`config.mk`:
```
export PLATFORM = sky130hd
export DESIGN_NAME = sram_e_arbiter
export DESIGN_NICKNAME = d
export VERILOG_FILES = /design/src/rtl/sram_e_arbiter.sv
export SDC_FILE = /design/constraint.sdc
export NUM_CORES = 1
export LEC_CHECK = 0
export ABC_AREA = 1
export CELL_PAD_IN_SITES_DETAIL_PLACEMENT = 0
export CELL_PAD_IN_SITES_GLOBAL_PLACEMENT = 2
export CORE_MARGIN = 2
export CORE_UTILIZATION = 17
export CTS_CLUSTER_DIAMETER = 30
export DETAILED_ROUTE_END_ITERATION = 12
export PLACE_DENSITY = 0.94
export SLEW_MARGIN = 40
export SYNTH_ARGS = -nofsm -noshare
export SYNTH_HDL_FRONTEND = slang
export SYNTH_SLANG_ARGS = --single-unit
export TNS_END_PERCENT = 50
```
`constraint.sdc`:
```
create_clock -name clk -period 2 [get_ports clk]
set_clock_uncertainty 0.15 [all_clocks]
set_input_delay 0.3 -clock clk [delete_from_list [all_inputs] [get_ports clk]]
set_output_delay 0.3 -clock clk [all_outputs]
set_load 0.005 [all_outputs]
```
`src/rtl/sram_e_arbiter.sv`:
```
// sram_e_arbiter: arbitrates FC1 write, FC2 read and debug readback onto the five SRAM e banks
module sram_e_arbiter #(
    parameter int ADDR_WIDTH   = 10,
    parameter int STARVE_LIMIT = 8
) (
    input  logic                  clk,
    input  logic                  srstn,
    input  logic                  wr_req,
    input  logic [2:0]            wr_bank,
    input  logic [ADDR_WIDTH-1:0] wr_addr,
    input  logic [1:0]            wr_lane,
    input  logic [7:0]            wr_data,
    output logic                  wr_gnt,
    input  logic                  rd_req,
    input  logic [ADDR_WIDTH-1:0] rd_addr,
    output logic                  rd_gnt,
    output logic                  rd_rvalid,
    input  logic                  dbg_req,
    input  logic [2:0]            dbg_bank,
    input  logic [ADDR_WIDTH-1:0] dbg_addr,
    output logic                  dbg_gnt,
    output logic                  dbg_rvalid,
    output logic [31:0]           dbg_rdata,
    input  logic [31:0]           sram_rdata_e0,
    input  logic [31:0]           sram_rdata_e1,
    input  logic [31:0]           sram_rdata_e2,
    input  logic [31:0]           sram_rdata_e3,
    input  logic [31:0]           sram_rdata_e4,
    output logic [ADDR_WIDTH-1:0] sram_raddr_e,
    output logic                  sram_write_enable_e0,
    output logic                  sram_write_enable_e1,
    output logic                  sram_write_enable_e2,
    output logic                  sram_write_enable_e3,
    output logic                  sram_write_enable_e4,
    output logic [3:0]            sram_bytemask_e,
    output logic [ADDR_WIDTH-1:0] sram_waddr_e,
    output logic [7:0]            sram_wdata_e,
    output logic                  bank_err
);
    localparam int SW = $clog2(STARVE_LIMIT + 1);
    logic [SW-1:0] starve_cnt;
    logic          force_dbg;
    logic [4:0]    we;
    logic          rd_v1, dbg_v1;
    logic [2:0]    dbg_bank1, dbg_bank2;
    assign force_dbg = starve_cnt == SW'(STARVE_LIMIT);
    assign wr_gnt  = srstn & wr_req & !force_dbg;
    assign rd_gnt  = srstn & rd_req & !wr_req & !force_dbg;
    assign dbg_gnt = srstn & dbg_req & (force_dbg | !(wr_req | rd_req));
    assign {sram_write_enable_e4, sram_write_enable_e3, sram_write_enable_e2,
            sram_write_enable_e1, sram_write_enable_e0} = we;
    // banks 5-7 shift the one-hot out of range, leaving every enable high
    assign dbg_rdata = !dbg_rvalid         ? '0 :
                       dbg_bank2 == 3'd0   ? sram_rdata_e0 :
                       dbg_bank2 == 3'd1   ? sram_rdata_e1 :
                       dbg_bank2 == 3'd2   ? sram_rdata_e2 :
                       dbg_bank2 == 3'd3   ? sram_rdata_e3 :
                       dbg_bank2 == 3'd4   ? sram_rdata_e4 : '0;
    always_ff @(posedge clk or negedge srstn) begin
        if (!srstn) begin
            starve_cnt      <= '0;
            we              <= 5'h1F;
            sram_bytemask_e <= 4'hF;
            sram_waddr_e    <= '0;
            sram_wdata_e    <= '0;
            sram_raddr_e    <= '0;
            rd_v1           <= 1'b0;
            dbg_v1          <= 1'b0;
            dbg_bank1       <= '0;
            dbg_bank2       <= '0;
            rd_rvalid       <= 1'b0;
            dbg_rvalid      <= 1'b0;
            bank_err        <= 1'b0;
        end else begin
            starve_cnt      <= (dbg_req & !dbg_gnt) ? (force_dbg ? starve_cnt : starve_cnt + SW'(1)) : '0;
            we              <= wr_gnt ? ~(5'b1 << wr_bank) : 5'h1F;
            sram_bytemask_e <= wr_gnt ? ~(4'b1 << wr_lane) : 4'hF;
            if (wr_gnt) begin
                sram_waddr_e <= wr_addr;
                sram_wdata_e <= wr_data;
            end
            if (rd_gnt | dbg_gnt)
                sram_raddr_e <= rd_gnt ? rd_addr : dbg_addr;
            if (dbg_gnt)
                dbg_bank1 <= dbg_bank;
            rd_v1      <= rd_gnt;
            dbg_v1     <= dbg_gnt;
            dbg_bank2  <= dbg_bank1;
            rd_rvalid  <= rd_v1;
            dbg_rvalid <= dbg_v1;
            if ((wr_gnt && wr_bank > 3'd4) || (dbg_gnt && dbg_bank > 3'd4))
                bank_err <= 1'b1;
        end
    end
endmodule

```
==> run summary, run 1 <==
Status: finished, violations left
Failing checks: negative setup slack
Sw Pwr: 1.74 mW
Async S/R FF share, synth: 100%
Commonest non-fill, non-tap cell in the layout: clkdlybuf4s50_1
Worst Tran Pin Value: 0.472 ns
Slew headroom: 68.5%
Leak: 3.74 nW
Fmax: 0.443 GHz
Max Cap Violations: 0
Final Instance Area: 0.00806 mm2
CTS tree: built
First drt pass iteration count: 4
Final Core Density: 34.3%
Hold Path Class: flop to flop
Clock power frac: 17.9%
Critical path arrival: 1.81 ns
Capture point of the worst reg-to-reg path: sram_raddr_e[5]
Number of CTS-inserted buffers: 5
Ratio of cells with drive above 1 in the final layout: 20.5%
Most frequent cells in the layout: clkdlybuf4s50_1, nand2_1, inv_1
Synth area leaders: dfrtp_1, nand2_1, nand3_1
Fin crit period: 2.26 ns
Critical Path RT: 1.55 ns
Final hold violation count: 0
Min-delay src: dbg_v1
Beginning of the critical path: dbg_bank2[1]
Depth of the worst register-to-register path: 8
DP Cell Count: 1,227
Dpl cell area: 0.00744 mm2
WL/cell: 15.4 um
Critical path fanouts, max: 7
Core area: 0.0235 mm2
Worst setup margin: -0.258 ns
Sequential share of power: 25.8%
Die height: 159 um
Non-filler cells, final: 1,268
Cell row count: 56
Ports: 286
Vias per Instance: 4.10
RSZ-0062 raised after global routing: true
Drt total wl: 19,500 um
Vias in the first global route: 5,014
Final period util: 113%
Syn_area_per_cell: 6.47 um2
Combinational Power Share: 56.3%
Die area: 0.0252 mm2
Initial Utilization: 17.3%
Largest net degree at the start of global routing: 36
Initial antenna violation count: 0
Critical path type: flop to output port
DP HPWL: 14,300 um
R2R Path Start: starve_cnt[0]
Switching part of the total power: 35.6%
Top cell type's share of synthesized area: 26.5%
Prevailing post-synth register cell: dfrtp_1
Total GRT Usage: 14.5%
Worst slack at placement: -0.240 ns
Reg2reg setup slack: 0.18 ns
Seq/Total Area, Yosys: 32.3%
Diodes inserted: 0
Area leader, netlist: dfrtp_1
Number of flops mapped to enable cells by yosys: 0
Yosys warns: 0
Seq cells post-synth: 52
Longest Clk Path Bufs: 2
Max Slew Vio Count: 0
Residual DRC: 0
Area grow syn2layout: 98.3%
Fin nets: 1,161
Root buf cell: clkbuf_16
CP startpoint kind: flop
Gpl congestion: 0.831
Crit. End Element: output port
Initial DRC count: 268
Die Width: 159 um
Pwr Density: 607 mW/mm2
Setup Viol. Count Final: 32
Grt ovf: 0
Post-Syn Nets: 841
Peak VDD IR: 313 uV
Clk slew on worst S/H paths: 0.06 ns
Crit path to: dbg_rdata[26]
Tot Pwr: 4.89 mW
Depth of the CTS H-tree: 2
Vias: 5,200
Post-Syn Instances: 628
CTS Sinks: 52
ANT nets after route: 0
Pint: 3.15 mW
Syn Std Cell Area: 0.00406 mm2
First-pass GRT wire length: 27,800 um
Synth cell types: 27
Clock latency on the worst-skew pair: 0.29 ns
Fillers: 2,504
Number of buffers added on ports: 285
[cell type report]
type	count	area [um2]	area share, %
flip-flops and latches	52	1320	16.3
inverters	82	315	3.91
repair buffers	354	3570	44.3
multi-input cells	453	2310	28.7
clock buffers	8	146	1.82
well taps	319	399	4.95
[layer usage]
metal  share of wire [%]  GRT usage (%)  vias to the layer above
met5                   0              0                        -
met2                  48           26.1                      223
met3                 9.3           3.81                       19
met4                 1.8           3.86                        0
met1                  41           16.8                     2328
li1                    -              -                     2630
[cell families after synthesis]
family | after synthesis | synth area share, %
AOI/OAI and AO/OA | 101 | 17.1
xor gates and xnor gates | 2 | 0.431
adders and majority gates | 2 | 0.616
buffers and inverters | 123 | 13.9
DFF | 52 | 32.3
and+or+nand+nor | 348 | 35.6
[stage by stage]
stage | setup TNS (ns) | hold slack (ns)
2_1_floorplan | 0 | -0.146
3_3_place_gp | -6.87 | 0.155
3_5_place_dp | -7.79 | 0.151
4_1_cts | -6.01 | 0.209
5_1_grt | -7.69 | 0.210
6_report | -4.90 | 0.205
[flip-flops by register name (all words and copies together) (netlist names)]
signal,cells
we,5
sram_wdata_e,8
rd_rvalid,1
sram_waddr_e,10
starve_cnt,4
dbg_rvalid,1
rd_v1,1
bank_err,1
sram_raddr_e,10
dbg_bank2,3
dbg_bank1,3
dbg_v1,1
sram_bytemask_e,4
[power by group through the flow]
stage	Sequential [mW]	Clock, mW	Combinational, mW
finish	1.26	0.872	2.75
global route	1.28	0.931	2.97
CTS	1.26	0.898	2.71
detailed placement	1.28	0	2.16
global placement	1.27	0	2.17
floorplan	1.27	0	1.04
[how the worst min path moves through the flow]
stage | end | slack [ns] | depth (start not counted)
2_1_floorplan | bank_err | -0.15 | 0
3_3_place_gp | sram_wdata_e[2] | 0.16 | 2
3_5_place_dp | sram_wdata_e[2] | 0.15 | 2
4_1_cts | dbg_rvalid | 0.21 | 0
5_1_grt | dbg_rvalid | 0.21 | 0
6_report | dbg_rvalid | 0.21 | 0
[worst max-delay path, stage by stage (launching register included)]
cell,delay [ns]
dfrtp_2,0.45
nor2_4,0.17
buf_12,0.13
buf_12,0.12
clkbuf_16,0.14
buf_6,0.09
nand3_2,0.05
nand2_1,0.06
nand2_1,0.07
a21oi_2,0.11
buf_2,0.13
[Yosys cell counts, types with 2 or more instances]
library cell	n
nand2_1	268
inv_1	78
nand3_1	60
dfrtp_1	43
o21ai_0	32
o211ai_1	31
a21oi_2	30
buf_2	23
buf_6	9
dfstp_2	9
clkbuf_1	7
nor2_1	6
a21oi_1	5
nand4_1	5
inv_2	4
o21ai_1	3
buf_4	2
ha_1	2
nand2_2	2
nor3_1	2
[repair_timing]
item	CTS	global route
setup endpoints to repair	35	53
pin swaps	14	16
cloned	6	1
hold buffers	2	0
gates resized for setup	169	39
endpoints found under the hold margin	17	0
buffers inserted	24	2
Power figures use the tool's default switching activity.
==> inputs of run 2 (changes only) <==
--- a/config.mk
+++ b/config.mk
@@ -13,6 +13,7 @@
 export CTS_CLUSTER_DIAMETER = 30
 export DETAILED_ROUTE_END_ITERATION = 12
 export PLACE_DENSITY = 0.94
+export SETUP_SLACK_MARGIN = 0.02
 export SLEW_MARGIN = 40
 export SYNTH_ARGS = -nofsm -noshare
 export SYNTH_HDL_FRONTEND = slang
==> run summary, run 2 (synthesis results as in run 1) <==
Status: finished, violations left
Failing checks: negative setup slack
Crit. End Element: output port
Clock latency on the worst-skew pair: 0.29 ns (about the same)
Final Instance Area: 0.00805 mm2 (about the same)
Fin nets: 1,160 (-0.086%)
Ratio of cells with drive above 1 in the final layout: 20.5% (-0.084 points)
Hold path cells: 0 (unchanged)
Critical Path RT: 1.55 ns (about the same)
Fillers: 2,501 (-0.12%)
Initial DRC count: 289 (+7.8%)
Critical path arrival: 1.80 ns (about the same)
Worst Tran Pin Value: 0.472 ns (+0.0000244 ns)
Residual DRC: 0 (unchanged)
Number of buffers added on ports: 285 (unchanged)
Reg2reg setup slack: 0.19 ns (about the same)
Area grow syn2layout: 98.2% (about the same)
Worst slack at placement: -0.240 ns (unchanged)
Pwr Density: 606 mW/mm2 (-0.11%)
Total GRT Usage: 14.5% (unchanged)
First-pass GRT wire length: 27,800 um (unchanged)
Critical path fanouts, max: 7 (unchanged)
WL/cell: 15.4 um (about the same)
Vias in the first global route: 5,014 (unchanged)
Ports: 286 (unchanged)
Tot Pwr: 4.88 mW (-0.17%)
Hold Path Class: flop to flop
Root buf cell: clkbuf_16
Gpl congestion: 0.831 (unchanged)
Vias per Instance: 4.10 (about the same)
CP max stage delay: 0.45 ns (about the same)
RSZ-0062 raised after global routing: true
Setup Viol. Count Final: 32 (unchanged)
Die Width: 159 um (unchanged)
Fin crit period: 2.25 ns (-0.00468 ns)
Diodes inserted: 0 (unchanged)
Capture point of the worst reg-to-reg path: sram_raddr_e[5]
Vias: 5,199 (-0.019%)
Max Cap Violations: 0 (unchanged)
Min-delay src: dbg_v1
Initial antenna violation count: 0 (unchanged)
Number of CTS-inserted buffers: 5 (unchanged)
Longest Clk Path Bufs: 2 (unchanged)
Peak VDD IR: 313 uV (about the same)
DR WL met2: 9420 um (+0.46%)
CP cell instances: nor2_4 > buf_12 > buf_12 > clkbuf_16 > buf_6 > nand3_2 > nand2_1 > nand2_1 > a21oi_2 > buf_2
Depth of the worst register-to-register path: 8 (unchanged)
Dpl cell area: 0.00744 mm2 (unchanged)
TNS Setup: -4.91 ns (-0.0125 ns)
Clk slew on worst S/H paths: 0.06 ns (about the same)
Multi-input gate area: 0.00232 mm2 (+0.32%)
Beginning of the critical path: dbg_bank2[1]
Initial Utilization: 17.3% (unchanged)
First drt pass iteration count: 4 (unchanged)
Leak: 3.74 nW (-0.12%)
Die area: 0.0252 mm2 (unchanged)
Slew headroom: 68.5% (about the same)
Fmax: 0.444 GHz (+0.21%)
Crit path buf inv count: 5 (unchanged)
Max Slew Vio Count: 0 (unchanged)
Final period util: 113% (-0.23 points)
Worst setup margin: -0.254 ns (+0.00468 ns)
Core area: 0.0235 mm2 (unchanged)
Most frequent cells in the layout: clkdlybuf4s50_1, nand2_1, inv_1
Hold Path End: dbg_rvalid
Met3 wire len: 1700 um (-6.4%)
Reg area: 0.00132 mm2 (unchanged)
CTS Sinks: 52 (unchanged)
Top sig layer: met4
Critical path type: flop to output port
Top Registers: sram_raddr_e: 10 flops, sram_waddr_e: 10 flops, sram_wdata_e: 8 flops
Commonest non-fill, non-tap cell in the layout: clkdlybuf4s50_1
Largest net degree at the start of global routing: 36 (unchanged)
ANT nets after route: 0 (unchanged)
Die height: 159 um (unchanged)
Cell row count: 56 (unchanged)
Drt total wl: 19,500 um (about the same)
DP HPWL: 14,300 um (unchanged)
CP top delay family: buffers and inverters
CP startpoint kind: flop
CTS tree: built
R2R Path Start: starve_cnt[0]
Metal1 wirelength: 8060 um (+0.89%)
Final hold violation count: 0 (unchanged)
Final Core Density: 34.3% (about the same)
Slowest CP cell: dfrtp_2
Depth of the CTS H-tree: 2 (unchanged)
Grt ovf: 0 (unchanged)
## run 2: what timing repair did
| item | in CTS | in global routing |
|---|---|---|
| cloned | 6 | 1 |
| hold endpoints to repair | 17 | 0 |
| setup endpoints to repair | 35 | 57 |
| hold buffers | 2 | 0 |
| pin swaps | 14 | 20 |
| resized for setup | 170 | 41 |
| buffers inserted | 24 | 2 |
## run 2: through the flow
| step | std cells | hold slack, ns |
|---|---|---|
| after floorplan | 628 | -0.146 |
| after global placement | 1227 | 0.155 |
| after detailed placement | 1227 | 0.151 |
| after CTS | 1266 | 0.209 |
| after global routing | 1267 | 0.210 |
| final | 1267 | 0.205 |
## run 2: cell type report
cell class	count	area share (%)
Inverter	82	3.92
Timing Repair Buffer	353	44.1
Sequential cell	52	16.3
Clock buffer	8	1.82
Tap cell	319	4.96
Multi-Input combinational cell	453	28.8
## run 2: how the worst max path moves through the flow
stage	to	slack, ns	depth (start not counted)
2_1_floorplan	rd_gnt	0.34	6
3_3_place_gp	dbg_rdata[1]	-0.22	6
3_5_place_dp	dbg_rdata[1]	-0.24	6
4_1_cts	dbg_rdata[23]	-0.27	9
5_1_grt	dbg_rdata[26]	-0.34	10
6_report	dbg_rdata[26]	-0.25	10
## run 2: metal layers
layer / track usage, % / vias up
met2: 26.1 / 211
li1: - / 2626
met4: 3.86 / 0
met3: 3.81 / 19
met1: 16.8 / 2343
met5: 0 / -
## run 2: power breakdown
part	switching (mW)	leakage, nW	internal (mW)	total (mW)
clock	0.372	0.0712	0.500	0.872
combinational	1.28	3.03	1.46	2.74
sequential	0.0827	0.631	1.18	1.26
